### src/rtl/divider_cal.sv
// Sequential signed divider: radix-2 restoring division on operand magnitudes,
// followed by sign correction. Returns {remainder, quotient}.
module divider_cal #(
  parameter int WIDTH = 16
) (
  input  logic               clk,
  input  logic               reset,
  input  logic               op_start,
  input  logic               op_clear,
  input  logic [WIDTH-1:0]   dividend,
  input  logic [WIDTH-1:0]   divisor,
  output logic [1:0]         state,
  output logic               op_done,
  output logic [2*WIDTH-1:0] result,
  output logic               div_zero,
  output logic               ovf
);

  localparam int CW = $clog2(WIDTH);
  localparam logic [WIDTH-1:0] MIN_VAL = {1'b1, {(WIDTH-1){1'b0}}};
  localparam logic [WIDTH-1:0] ZERO    = {WIDTH{1'b0}};

  typedef enum logic [1:0] {
    S_IDLE = 2'b00,
    S_EXEC = 2'b01,
    S_OUT  = 2'b10,
    S_DONE = 2'b11
  } state_t;

  state_t             state_q, state_d;
  logic [CW-1:0]      count_q, count_d;
  logic [WIDTH:0]     rem_q, rem_d;
  logic [WIDTH-1:0]   dvd_q, dvd_d;
  logic [WIDTH:0]     dvr_q, dvr_d;
  logic               sdd_q, sdd_d;
  logic               sdv_q, sdv_d;
  logic               ovf_p_q, ovf_p_d;
  logic               op_done_q, op_done_d;
  logic [2*WIDTH-1:0] result_q, result_d;
  logic               div_zero_q, div_zero_d;
  logic               ovf_q, ovf_d;

  logic [WIDTH:0]     rem_sh_s;
  logic [WIDTH-1:0]   dvr_mag_s;
  logic [WIDTH-1:0]   quo_s;
  logic [WIDTH-1:0]   rem_out_s;

  always_comb begin
    state_d    = state_q;
    count_d    = count_q;
    rem_d      = rem_q;
    dvd_d      = dvd_q;
    dvr_d      = dvr_q;
    sdd_d      = sdd_q;
    sdv_d      = sdv_q;
    ovf_p_d    = ovf_p_q;
    op_done_d  = op_done_q;
    result_d   = result_q;
    div_zero_d = div_zero_q;
    ovf_d      = ovf_q;

    // dvd_q holds the dividend magnitude, which shifts out MSB-first while quotient bits shift in
    rem_sh_s  = {rem_q[WIDTH-1:0], dvd_q[WIDTH-1]};
    dvr_mag_s = divisor[WIDTH-1] ? (ZERO - divisor) : divisor;
    quo_s     = (sdd_q ^ sdv_q) ? (ZERO - dvd_q) : dvd_q;
    rem_out_s = sdd_q ? (ZERO - rem_q[WIDTH-1:0]) : rem_q[WIDTH-1:0];

    case (state_q)
      S_IDLE: begin
        if (op_start) begin
          sdd_d      = dividend[WIDTH-1];
          sdv_d      = divisor[WIDTH-1];
          dvd_d      = dividend[WIDTH-1] ? (ZERO - dividend) : dividend;
          dvr_d      = {1'b0, dvr_mag_s};
          ovf_p_d    = (dividend == MIN_VAL) && (divisor == {WIDTH{1'b1}});
          ovf_d      = 1'b0;
          count_d    = {CW{1'b0}};
          rem_d      = {(WIDTH+1){1'b0}};
          div_zero_d = (divisor == ZERO);
          state_d    = (divisor == ZERO) ? S_OUT : S_EXEC;
        end else begin
          state_d = S_IDLE;
        end
      end
      S_EXEC: begin
        if (rem_sh_s >= dvr_q) begin
          rem_d = rem_sh_s - dvr_q;
          dvd_d = {dvd_q[WIDTH-2:0], 1'b1};
        end else begin
          rem_d = rem_sh_s;
          dvd_d = {dvd_q[WIDTH-2:0], 1'b0};
        end
        count_d = count_q + {{(CW-1){1'b0}}, 1'b1};
        state_d = (count_q == CW'(WIDTH-1)) ? S_OUT : S_EXEC;
      end
      S_OUT: begin
        // With a zero divisor EXEC was skipped, so dvd_q is still the untouched magnitude
        if (div_zero_q) begin
          result_d = {(sdd_q ? (ZERO - dvd_q) : dvd_q), {WIDTH{1'b1}}};
        end else begin
          result_d = {rem_out_s, quo_s};
        end
        ovf_d     = ovf_p_q;
        op_done_d = 1'b1;
        state_d   = S_DONE;
      end
      S_DONE: begin
        state_d = S_DONE;
      end
      default: begin
        state_d = S_IDLE;
      end
    endcase

    if (op_clear) begin
      state_d    = S_IDLE;
      count_d    = {CW{1'b0}};
      rem_d      = {(WIDTH+1){1'b0}};
      dvd_d      = ZERO;
      dvr_d      = {(WIDTH+1){1'b0}};
      sdd_d      = 1'b0;
      sdv_d      = 1'b0;
      ovf_p_d    = 1'b0;
      op_done_d  = 1'b0;
      result_d   = {(2*WIDTH){1'b0}};
      div_zero_d = 1'b0;
      ovf_d      = 1'b0;
    end else begin
      ovf_p_d = ovf_p_d;
    end
  end

  always_ff @(posedge clk) begin
    if (reset) begin
      state_q    <= S_IDLE;
      count_q    <= {CW{1'b0}};
      rem_q      <= {(WIDTH+1){1'b0}};
      dvd_q      <= ZERO;
      dvr_q      <= {(WIDTH+1){1'b0}};
      sdd_q      <= 1'b0;
      sdv_q      <= 1'b0;
      ovf_p_q    <= 1'b0;
      op_done_q  <= 1'b0;
      result_q   <= {(2*WIDTH){1'b0}};
      div_zero_q <= 1'b0;
      ovf_q      <= 1'b0;
    end else begin
      state_q    <= state_d;
      count_q    <= count_d;
      rem_q      <= rem_d;
      dvd_q      <= dvd_d;
      dvr_q      <= dvr_d;
      sdd_q      <= sdd_d;
      sdv_q      <= sdv_d;
      ovf_p_q    <= ovf_p_d;
      op_done_q  <= op_done_d;
      result_q   <= result_d;
      div_zero_q <= div_zero_d;
      ovf_q      <= ovf_d;
    end
  end

  assign state    = state_q;
  assign op_done  = op_done_q;
  assign result   = result_q;
  assign div_zero = div_zero_q;
  assign ovf      = ovf_q;

endmodule
### config.mk
export PLATFORM = sky130hd
export DESIGN_NAME = divider_cal
export DESIGN_NICKNAME = d
export VERILOG_FILES = /design/src/rtl/divider_cal.sv
export SDC_FILE = /design/constraint.sdc
export NUM_CORES = 1
export LEC_CHECK = 0
export CAP_MARGIN = 20
export CORE_MARGIN = 2
export CORE_UTILIZATION = 40
export DETAILED_ROUTE_END_ITERATION = 10
export DONT_BUFFER_PORTS = 1
export GPL_ROUTABILITY_DRIVEN = 0
export PLACE_DENSITY_LB_ADDON = 0.12
export SLEW_MARGIN = 15
export SYNTH_ARGS = -nofsm -noshare
export SYNTH_HDL_FRONTEND = slang
export SYNTH_SLANG_ARGS = --single-unit
### constraint.sdc
create_clock -name clk -period 4 [get_ports clk]
set_clock_uncertainty 0.1 [all_clocks]
set_input_delay 0.8 -clock clk [delete_from_list [all_inputs] [get_ports clk]]
set_output_delay 0.8 -clock clk [all_outputs]
set_load 0.01 [all_outputs]
==> Word-level counts from Yosys, hierarchy flattened <==
Cells that the tools add are included.
{ "word_totals": {"ff_bits": 92, "input_bits": 36, "output_inout_bits": 37, "elab_cells": 57} }
{ "op_classes": {"addsub": 6, "n_lt_le_gt_ge": 1, "eq_ne": 7, "mux": 20, "bitwise_logic": 1, "reduce_logical": 10} }
{ "ops": {"columns": ["operator", "count"], "rows": [
  ["2-to-1 mux 16 bit", 8],
  ["one-hot mux 16 bit (2 select lines)", 2],
  ["subtractor 1 x 16 -> 16 bit, first input constant", 4],
  ["== test 16 bit, second input constant", 2],
  ["2-to-1 mux 32 bit", 1],
  ["greater-or-equal comparator 17 x 16 -> 1 bit", 1],
  ["zero test 16 bit", 1],
  ["subtractor 16 bit", 1],
  ["one-hot mux 4 bit (2 select lines)", 1],
  ["2-to-1 mux 2 bit", 3],
  ["one-hot mux 2 bit (3 select lines)", 1],
  ["AND reduction 2 bit", 3],
  ["adder 4 x 1 -> 4 bit, second input constant", 1],
  ["== test 2 bit, second input constant", 2],
  ["== test 4 bit, second input constant", 1],
  ["2-to-1 mux 4 bit", 1],
  ["nonzero test 2 bit", 2],
  ["OR reduction 2 bit", 2],
  ["== test 2 x 1 -> 1 bit, second input constant", 1],
  ["zero test 2 bit", 1],
  ["2-to-1 mux 1 bit", 2],
  ["!= test 2 bit, second input constant", 1],
  ["one-hot mux 1 bit (2 select lines)", 1],
  ["logical AND 1 bit", 1],
  ["XOR 1 bit", 1]
]} }

==> Depth between registers and ports, before layout <==
{ "depth": {"ltp_word": 4, "depth_mapped": 12, "depth_no_buf": 11} }

==> Worst setup path before layout <==
Ideal clock, no wire load.
{ "synth_timing": {"kind": "input-to-reg", "start": "input port dividend[6]", "end": "register dvd_q[14]", "setup_time_ns": 0.070, "arrival_time_ns": 2.581, "t_required_ns": 3.830, "slack_ns": 1.248, "path_stages": 7, "path_buffers": 0, "cell_sequence": "or4_4 > or2_1 > or4_4 > o31ai_4 > xnor2_1 > nand2_1 > a21oi_1"} }
{ "synth_between": {"elab_chain_len": 4} }
{ "synth_rtl": {"columns": ["element", "line", "rtl"], "rows": [
  ["from (decl)", "10", "input logic [WIDTH-1:0] dividend,"],
  ["subtractor 1 x 16 -> 16 bit", "73", "dvd_d = dividend[WIDTH-1] ? (ZERO - dividend) : dividend;"],
  ["2-to-1 mux 16 bit", "73", null],
  ["2-to-1 mux 16 bit", "70", "if (op_start) begin"],
  ["one-hot mux 16 bit (2 select lines)", "68", "case (state_q)"],
  ["to (signal assigned)", "151", "dvd_q <= dvd_d;"],
  ["to (decl)", "33", "logic [WIDTH-1:0] dvd_q, dvd_d;"]
]} }
No other way between the ends. The select of a mux whose other input is x is not followed.
A chain may end at the register's enable or synchronous reset.

==> Final worst setup path <==
{ "layout_timing": {"start": "register rem_q[3]", "end": "register rem_q[9]"} }
{ "layout_between": {"elab_chain_len": 3, "word_cells_on_any_way": 4, "classes_between": "add/sub: 1; order compare: 1; mux: 2"} }
{ "layout_rtl": {"columns": ["element", "line", "rtl"], "rows": [
  ["from (decl)", "32", "logic [WIDTH:0] rem_q, rem_d;"],
  ["from (signal assigned)", "137", "rem_q <= {(WIDTH+1){1'b0}};"],
  ["from (signal assigned)", "150", "rem_q <= rem_d;"],
  ["subtractor 16 bit / greater-or-equal comparator 17 x 16 -> 1 bit (equally long branches)", "87, 86", null],
  ["2-to-1 mux 16 bit *", "86", "if (rem_sh_s >= dvr_q) begin"],
  ["one-hot mux 16 bit (2 select lines) *", "68", null]
]} }
Every way passes the cells marked *; elsewhere a longest branch is shown, timed or not.

==> qor_table.md <==
| Result | This run | Unit |
| --- | --- | --- |
| Number of failing setup endpoints in the final timing report | 0 | - |
| Outcome | complete, no violations | - |
| Syn avg cell area | 7.92 | um2 |
| Post-synthesis register bit count | 92 | - |
| Skew-Pair Late Insertion Delay | 0.35 | ns |
| Seq/Total Area, Yosys | 0.314 | - |
| Total global-route track usage | 0.199 | - |
| Routed via count | 5063 | - |
| Starting density of the core | 0.407 | - |
| Critical Path AT | 2.99 | ns |
| Leading cell types in the layout, fill and taps excluded | 92 x dfxtp_1, 81 x nor2_1, 73 x nand2_1, 51 x xnor2_1, 47 x a21oi_1 | - |
| Pin slew with the least headroom to its limit | 1.00 | ns |
| Max Buffers Root-to-Sink | 2 | - |
| Synth area leader | dfxtp_1 | - |
| Dominant combinational cell family by area after synthesis | compound AO/OA/AOI/OAI gates | - |
| Number of sinks on the clock net | 92 | - |
| Simple-gate area share of the yosys netlist | 0.191 | - |
| Design Power | 2.25 | mW |
| Hold-fix buffer count after cts | 0 | - |
| Area share of the largest cell type after synthesis | 0.314 | - |
| Cells taking the most area after synthesis | dfxtp_1 31%, xnor2_1 7.6%, nor2_1 5.2% | - |
| Initial antenna violation count | 0 | - |
| Number of hold violations in the final report | 0 | - |
| Post-Syn Nets | 801 | - |
| Period Utilization, post-route | 0.716 | - |
| Setup repair after global routing missed its margin | false | - |
| Fraction of the mapped netlist area in adder cells | 0.0503 | - |
| Die height | 125 | um |
| Count of TritonRoute iterations in the first routing pass | 4 | - |
| Synthesized-area fraction occupied by ao, oa, aoi and oai cells | 0.239 | - |
| First-pass GRT wire length | 25400 | um |
| Critical Path Source Type | register | - |
| Overall overflow remaining after global route | 0 | - |
| Minimum clock period | 2.87 | ns |
| Placed instance area | 5950 | um2 |
| Number of warnings issued by yosys | 0 | - |
| Post-route antenna net violation count | 0 | - |
| Area share of xor/xnor cells in the synthesized design | 0.119 | - |
| Setup tns final | 0 | ns |
| Most common cell after layout, fill and taps aside | dfxtp_1 | - |
| Routed wl met2 | 6790 | um |
| Worst slew margin relative to its limit | 0.330 | - |
| Setup slack, reg-to-reg | 1.13 | ns |
| Antenna diode count | 0 | - |
| Nature of the critical path endpoint | register | - |
| Largest vdd supply drop | 0.000195 | V |
| HPWL after detailed placement | 11500 | um |
| Synthesis-to-layout area growth | 6.35 | % |
| Proportion of layout cells with a drive suffix above 1 | 0.0546 | - |
| Predominant post-synthesis flop cell | dfxtp_1 | - |
| Total wire length | 15300 | um |
| Met1 WL | 7540 | um |
| Clock tree from TritonCTS | built | - |
| Slew Viols, Final | 0 | - |
| Static leakage power | 2.35 | nW |
| DRC viols | 0 | - |
| Via-to-Cell Ratio | 5.64 | - |
| Post-layout util | 0.433 | - |
| Maximum number of pins on one net before global-route repair | 44 | - |
| # nets final | 768 | - |
| Post-Synthesis Cell Area | 5870 | um2 |
| Resized Gates After CTS | 0 | - |
| Detailed Route Iter0 Violations | 263 | - |
| H-tree levels | 3 | - |
| Buffers added on ports | 0 | - |
| Mux share of post-synthesis cell area | 0.0311 | - |
| Setup Crit Path Kind | register to register | - |
| Number of synthesized flops with an enable pin | 0 | - |
| Fraction of synthesis flops using an asynchronous set or reset pin | 0 | - |
| Inserted Clock Buffers | 9 | - |
| Critical path required time | 4.12 | ns |
| Worst hold-check path type | register to register | - |
| Clock slew seen by the registers of the worst setup and hold paths | 0.07 | ns |
| Netlist cell types | 63 | - |
| Area of the die | 15700 | um2 |
| MaxCap Viol Count | 0 | - |
| Pwr/cell area | 360 | nW/um2 |
| Core region area | 14400 | um2 |
| FMAX | 0.349 | GHz |
| Post-Synthesis Cells | 742 | - |
| Maximum net fanout on the critical path | 10 | - |
| Root Buffer Master | clkbuf_16 | - |
| Buffers inserted by post-CTS timing repair | 0 | - |
| Vias in the first global route | 4957 | - |
| Post-route cell area | 6250 | um2 |
| DR WL met3 | 646 | um |
| DR WL/cell | 17.0 | um |
| Site Rows | 44 | - |
| I/O pin count | 73 | - |
| Highest routed metal layer | met4 | - |
| Width of the chip | 125 | um |
==> worst max-delay path, cell delays in order, from the launching register on <==
cell and delay [ns]:
dfxtp_1 0.43, ha_1 0.34, a21o_1 0.24, a31oi_1 0.23
a21oi_1 0.17, o21ai_1 0.17, a22o_1 0.46, buf_4 0.29
mux2i_1 0.21, o21ai_0 0.09
==> metal layers <==
metal  up-vias  global-route usage
li1       2593                   -
met1      2349               0.275
met2       103               0.316
met3        18              0.0377
met4         0              0.0641
met5         -                   0
==> stage by stage <==
step / setup slack [ns] / hold WS (ns) / std cells
2_1_floorplan: 1.25 / 0.332 / 742
3_3_place_gp: 1.17 / 0.346 / 882
3_5_place_dp: 1.14 / 0.348 / 882
4_1_cts: 1.15 / 0.359 / 898
5_1_grt: 0.914 / 0.399 / 898
6_report: 1.13 / 0.359 / 898
==> final cells by class <==
cell class | instances | area [um2]
inverters | 26 | 97.6
well taps | 184 | 230
flip-flops and latches | 92 | 1840
fillers | 1537 | 8180
clock inverters | 5 | 60.1
repair buffers | 10 | 75.1
multi-input cells | 570 | 3710
clock buffers | 11 | 233
==> cells by family after synthesis <==
logic type,after synthesis
buffers and inverters,80
muxes,17
AOI/OAI and AO/OA,211
DFF,92
adders and majority gates,23
xor gates and xnor gates,80
and+or+nand+nor,239
==> cells in the mapped netlist (all sizes together), types with 6 or more instances <==
| library cell | instances |
|---|---|
| nor3 | 20 |
| a22o | 6 |
| inv | 26 |
| nand3 | 8 |
| o31ai | 26 |
| nand2 | 73 |
| nand2b | 15 |
| or4 | 10 |
| o41ai | 7 |
| o21ai | 46 |
| a211oi | 20 |
| dfxtp | 92 |
| mux2i | 16 |
| clkbuf | 45 |
| xor2 | 29 |
| o22ai | 12 |
| buf | 9 |
| ha | 22 |
| a22oi | 11 |
| nand4 | 6 |
| a21oi | 47 |
| xnor2 | 51 |
| nor2 | 82 |
==> final timing paths <==
path | start | to | cells after the start
hold / removal | ovf_p_q | ovf | 2
setup reg to reg | rem_q[3] | rem_q[9] | 9
setup / recovery | rem_q[3] | rem_q[9] | 9
hold reg to reg | ovf_p_q | ovf | 2
==> where the power goes <==
group / switching (mW) / total [mW] / internal (mW)
registers: 0.0276 / 0.961 / 0.933
clock network: 0.382 / 0.870 / 0.488
logic: 0.239 / 0.421 / 0.182
total: 0.648 / 2.25 / 1.60
==> sequential cells by signal, indices dropped and copies added, names as in the netlist <==
register	count
dvr_q	16
rem_q	16
ovf_p_q	1
count_q	4
div_zero	1
state	2
dvd_q	16
sdd_q	1
ovf	1
sdv_q	1
result	32
op_done	1
Power figures use the tool's default switching activity.
